## src/rtl/mux4_rr_arbiter.sv

```systemverilog
// Round-robin 4:1 arbiter driving a registered output stage; first word out 2 cycles after a request, then 1 word/cycle.
// Backpressure: a stalled output drops in_ready and freezes the data, grant and burst count.
module mux4_rr_arbiter #(
    parameter int SIZE     = 32,
    parameter int MAX_HOLD = 4
) (
    input  logic            clk,
    input  logic            reset,
    input  logic [3:0]      in_valid,
    input  logic [SIZE-1:0] a0,
    input  logic [SIZE-1:0] a1,
    input  logic [SIZE-1:0] a2,
    input  logic [SIZE-1:0] a3,
    output logic [3:0]      in_ready,
    output logic [1:0]      sel,
    output logic [3:0]      grant,
    output logic            out_valid,
    output logic [SIZE-1:0] out_data,
    input  logic            out_ready
);

    localparam int HW = $clog2(MAX_HOLD) + 1;
    localparam logic [HW-1:0] HOLD_LAST = HW'(MAX_HOLD - 1);

    typedef enum logic {IDLE, GRANT} state_t;

    state_t          state_q, state_d;
    logic [1:0]      sel_q, sel_d;
    logic [1:0]      ptr_q, ptr_d;
    logic [HW-1:0]   hold_cnt_q, hold_cnt_d;
    logic            out_valid_q, out_valid_d;
    logic [SIZE-1:0] out_data_q, out_data_d;

    logic [SIZE-1:0] sel_dat;
    logic [1:0]      nxt;
    logic            beat;
    logic [2:0]      idle_pick;
    logic [2:0]      other_pick;

    // Returns {found, index} of the first set request scanning from start upward, wrapping.
    function automatic logic [2:0] pick(input logic [3:0] req, input logic [1:0] start);
        logic       found;
        logic [1:0] idx;
        logic [1:0] i;
        found = 1'b0;
        idx   = 2'd0;
        for (int k = 0; k < 4; k++) begin
            i = start + 2'(k);
            if (!found && req[i]) begin
                found = 1'b1;
                idx   = i;
            end
        end
        return {found, idx};
    endfunction

    always_comb begin
        case (sel_q)
            2'd0:    sel_dat = a0;
            2'd1:    sel_dat = a1;
            2'd2:    sel_dat = a2;
            default: sel_dat = a3;
        endcase
    end

    always_comb begin
        state_d     = state_q;
        sel_d       = sel_q;
        ptr_d       = ptr_q;
        hold_cnt_d  = hold_cnt_q;
        out_valid_d = out_valid_q;
        out_data_d  = out_data_q;

        grant      = (state_q == GRANT) ? (4'b0001 << sel_q) : 4'b0000;
        in_ready   = (!out_valid_q || out_ready) ? grant : 4'b0000;
        beat       = |(in_valid & in_ready);
        nxt        = sel_q + 2'd1;
        idle_pick  = pick(in_valid, ptr_q);
        // The current owner scans last, so masking it leaves only the others in fair order.
        other_pick = pick(in_valid & ~grant, nxt);

        if (beat) begin
            out_data_d  = sel_dat;
            out_valid_d = 1'b1;
        end else if (out_valid_q && out_ready) begin
            out_valid_d = 1'b0;
        end

        case (state_q)
            IDLE: begin
                if (idle_pick[2]) begin
                    state_d    = GRANT;
                    sel_d      = idle_pick[1:0];
                    hold_cnt_d = '0;
                end
            end
            default: begin
                if (!in_valid[sel_q]) begin
                    ptr_d      = nxt;
                    hold_cnt_d = '0;
                    if (other_pick[2]) begin
                        sel_d = other_pick[1:0];
                    end else begin
                        state_d = IDLE;
                    end
                end else if (beat) begin
                    if (hold_cnt_q == HOLD_LAST) begin
                        hold_cnt_d = '0;
                        if (other_pick[2]) begin
                            sel_d = other_pick[1:0];
                            ptr_d = nxt;
                        end
                    end else begin
                        hold_cnt_d = hold_cnt_q + HW'(1);
                    end
                end
            end
        endcase
    end

    always_ff @(posedge clk) begin
        if (reset) begin
            state_q     <= IDLE;
            sel_q       <= 2'd0;
            ptr_q       <= 2'd0;
            hold_cnt_q  <= '0;
            out_valid_q <= 1'b0;
            out_data_q  <= '0;
        end else begin
            state_q     <= state_d;
            sel_q       <= sel_d;
            ptr_q       <= ptr_d;
            hold_cnt_q  <= hold_cnt_d;
            out_valid_q <= out_valid_d;
            out_data_q  <= out_data_d;
        end
    end

    assign sel       = sel_q;
    assign out_valid = out_valid_q;
    assign out_data  = out_data_q;

endmodule

```

## config.mk

```make
export PLATFORM = sky130hd
export DESIGN_NAME = mux4_rr_arbiter
export DESIGN_NICKNAME = d
export VERILOG_FILES = /design/src/rtl/mux4_rr_arbiter.sv
export SDC_FILE = /design/constraint.sdc
export NUM_CORES = 1
export LEC_CHECK = 0
export ABC_AREA = 1
export BUFFER_PORTS_ARGS = -buffer_cell sky130_fd_sc_hd__buf_2
export CAP_MARGIN = 5
export CORE_MARGIN = 10
export CORE_UTILIZATION = 45
export CTS_CLUSTER_SIZE = 30
export DETAILED_ROUTE_END_ITERATION = 10
export PLACE_DENSITY = 0.86
export RECOVER_POWER = 50
export SLEW_MARGIN = 20
export SYNTH_ARGS = -nofsm -noshare
export SYNTH_HDL_FRONTEND = slang
export SYNTH_SLANG_ARGS = --single-unit
```

## constraint.sdc

```tcl
create_clock -name clk -period 6.66 [get_ports clk]
set_input_delay 0.333 -clock clk [delete_from_list [all_inputs] [get_ports clk]]
set_output_delay 0.333 -clock clk [all_outputs]
set_load 0.1 [all_outputs]
```

==> flow_metrics.py <==
metrics = {
    "synthesis": {
        "syn_area_um2": 3120,
        "synth_enable_flop_cells": 0,
        "synth_compound_area_frac": 0.273,
        "muxShareOfSynthArea": 0,
        "avgSynthCellArea_um2": 6.26,
        "async_flop_share": 0,
        "synth_top_family_by_area": "simple AND/OR/NAND/NOR gates",
        "synth_top_cell_area_share": 0.263,
        "netlist_instances": 499,
        "synthXorXnorAreaFrac": 0,
        "yosysTopAreaCell": "dfxtp_1",
        "yosysMostFrequentCell": "nand2_1",
        "synth.area.top_cells": "dfxtp_1 (26%), nand2_1 (12%), nor2_1 (9.7%)",
        "synthTopCellsByCount": "nand2_1 (103), nor2_1 (81), o21ai_0 (54), dfxtp_1 (41), a21oi_1 (37)",
        "synth_cell_types": 29,
        "synth_fp_nets": 640,
        "ys_seq_area_frac": 0.263,
        "ys.flop_type": "dfxtp_1",
        "synthAdderAreaFrac": 0.0240,
        "ys_warn_count": 0,
        "synth-seq-cells": 41,
        "synth_simple_gate_area_frac": 0.355,
    },
    "route": {
        "wirelength_um": 11800,
        "route.detailed.drc": 0,
        "wire_per_inst_um": 16.0,
        "postRouteAntennaNets": 0,
        "dr.first_iter.drc_count": 274,
        "num_vias": 3963,
        "routed_via_density": 5.40,
        "drt_first_pass_iters": 6,
    },
    "critical_path": {
        "slowest_stage": "nor2_4",
        "cpLargestDelayFamily": "simple AND/OR/NAND/NOR gates",
        "critPathRequiredTime_ns": 6.84,
        "crit_path_start_kind": "register",
        "max_stage_delay_ns": 0.66,
        "setup.worst_path.class": "register to register",
        "cp.arrival_ns": 3.95,
        "crit_path_max_fanout": 37,
        "path_buf_inv": 3,
        "crit_top_cell": "inv_2",
        "crit_chain": "clkinvlp_2 > ha_2 > nand2_4 > inv_2 > nand3_1 > nand2_1 > nor2_4 > inv_2 > o21ai_0 > nor2_1",
        "endpoint_kind": "register",
    },
    "flow_run": {
        "maxCapViolCount": 0,
    },
    "clock_network": {
        "cts.path.max_buffers": 2,
        "post_cts_buffers": 0,
        "clock-sinks": 41,
        "clk_latency_ns": 0.29,
        "htree_levels": 2,
        "clk_pin_slew_worst_paths_ns": 0.08,
        "cts_tree": "built",
        "cts_hold_buf": 0,
        "cts_made_buffers": 5,
        "cts-root-buf": "clkbuf_8",
        "cts_resized": 0,
    },
    "timing": {
        "setup_viol": 0,
        "fmax_ghz": 0.266,
        "report.final.slew_viol_count": 0,
        "hold_violations": 0,
        "tns_ns": 0,
        "fin_skew_ns": 0.00934,
        "fin_crit_ns": 3.76,
        "grt_setup_unrepaired": "no",
        "min_period_over_period": 0.565,
        "worst_slack_ns": 2.90,
        "maxSlewHeadroom": 0.178,
        "worstMarginPinSlew_ns": 1.24,
    },
    "cells_and_area": {
        "diodes": 0,
        "postLayoutCellArea_um2": 4050,
        "post-route-util": 0.600,
        "fillCellCount": 658,
        "drive_gt1_frac": 0.300,
        "multiInputGateArea_um2": 2040,
        "ff_latch_area_um2": 821,
        "syn2layout_area_growth_pct": 29.7,
        "layout.nets": 794,
    },
    "place": {
        "place_congestion": 0.922,
        "postPlaceCellArea_um2": 3970,
        "dp.final_hpwl_um": 9360,
        "post-place-ws_ns": 3.14,
        "portBuffers": 177,
    },
    "floorplan": {
        "die_area_um2": 10700,
        "initial_core_util": 0.462,
        "die_w_um": 103,
        "rows": 30,
        "core_um2": 6760,
        "die_y_um": 103,
        "pin_count": 178,
    },
    "power_and_ir_drop": {
        "vdd_drop_max_v": 0.000316,
        "leakagePower_nw": 2.01,
        "pwr_density_cell_nw_per_um2": 536,
    },
    "global_route": {
        "overflow": 0,
        "grtUsageTotal": 0.207,
        "grt_max_degree": 65,
        "grt_pass1_vias": 3993,
        "grt_pass1_wl_um": 18100,
        "grt_antenna_before_repair": 0,
    },
    "outcome": {
        "outcome": "completed",
    },
    "min_path": {
        "hold_class": "primary input to register",
    },
}
==> path summary, 6_finish.rpt <==
| path | from | end | slack, ns | cells after the start |
|---|---|---|---|---|
| worst max-delay path | sel[0] | out_data[24] | 2.90 | 10 |
| worst min-delay path | reset | sel[1] | 0.29 | 2 |
| worst max register to register | sel[0] | out_data[24] | 2.90 | 10 |
| worst min register to register | hold_cnt_q[2] | hold_cnt_q[2] | 0.49 | 2 |
==> final cells by class <==
| class | count | area share |
|---|---|---|
| clock buffer | 5 | 0.0170 |
| clock inverter | 3 | 0.0161 |
| inverter | 28 | 0.0262 |
| multi-input combinational | 398 | 0.504 |
| sequential | 41 | 0.203 |
| tap | 80 | 0.0247 |
| timing repair buffer | 179 | 0.210 |
==> power breakdown <==
part / switching [mW] / leakage, nW / internal, mW
Clock: 0.0862 / 0.0681 / 0.149
Sequential: 0.0742 / 0.338 / 0.329
Combinational: 1.19 / 1.61 / 0.346
Total: 1.35 / 2.01 / 0.824
==> flip-flops by register name, indices dropped and copies added (netlist names) <==
name,count
hold_cnt_q,3
out_data,32
out_valid,1
ptr_q,2
sel,2
state_q,1
==> metrics by stage <==
stage	instances	hold slack, ns	power, mW
final	734	0.292	2.17
after detailed placement	726	0.474	1.95
after floorplan	499	0.395	1.68
after CTS	734	0.291	2.18
after global routing	734	0.284	2.31
after global placement	726	0.467	1.91
==> worst register-to-register path: stages, from the launching register on <==
cell	delay (ns)
dfxtp_1	0.63
clkinvlp_2	0.58
ha_2	0.61
nand2_4	0.19
inv_2	0.04
nand3_1	0.05
nand2_1	0.08
nor2_4	0.66
inv_2	0.44
o21ai_0	0.30
nor2_1	0.07
==> cell families after synthesis <==
family / after synthesis
flip-flops: 41
buffers and inverters: 60
adder cells (fa/ha/maj): 6
AND/OR/NAND/NOR: 249
AO/OA/AOI/OAI: 143
==> placed cells by master (no fill, tap or decap), types with 2 or more instances in the layout <==
cell type  count
nand3_2        5
nand3_1       28
buf_2        136
inv_2         11
bufinv_16      2
o21ai_1       14
nor2_4         3
clkbuf_1      41
a21oi_1       37
inv_1         16
nand2_2       16
nand2_4        3
buf_4          2
nor2_1        81
a21oi_2        2
ha_1           4
clkbuf_8       5
nand2_1      103
ha_2           2
dfxtp_1       41
nor3_1         2
nor2_2         6
a22o_1        32
o21ai_0       54
==> layer usage <==
layer  track usage  share of wire  vias up
met2         0.376           0.53      166
met4        0.0738          0.027        0
met5             0              0        -
met3        0.0512          0.071       32
li1              -              -     1967
met1         0.227           0.37     1798
(Power assumes the default switching activity.)
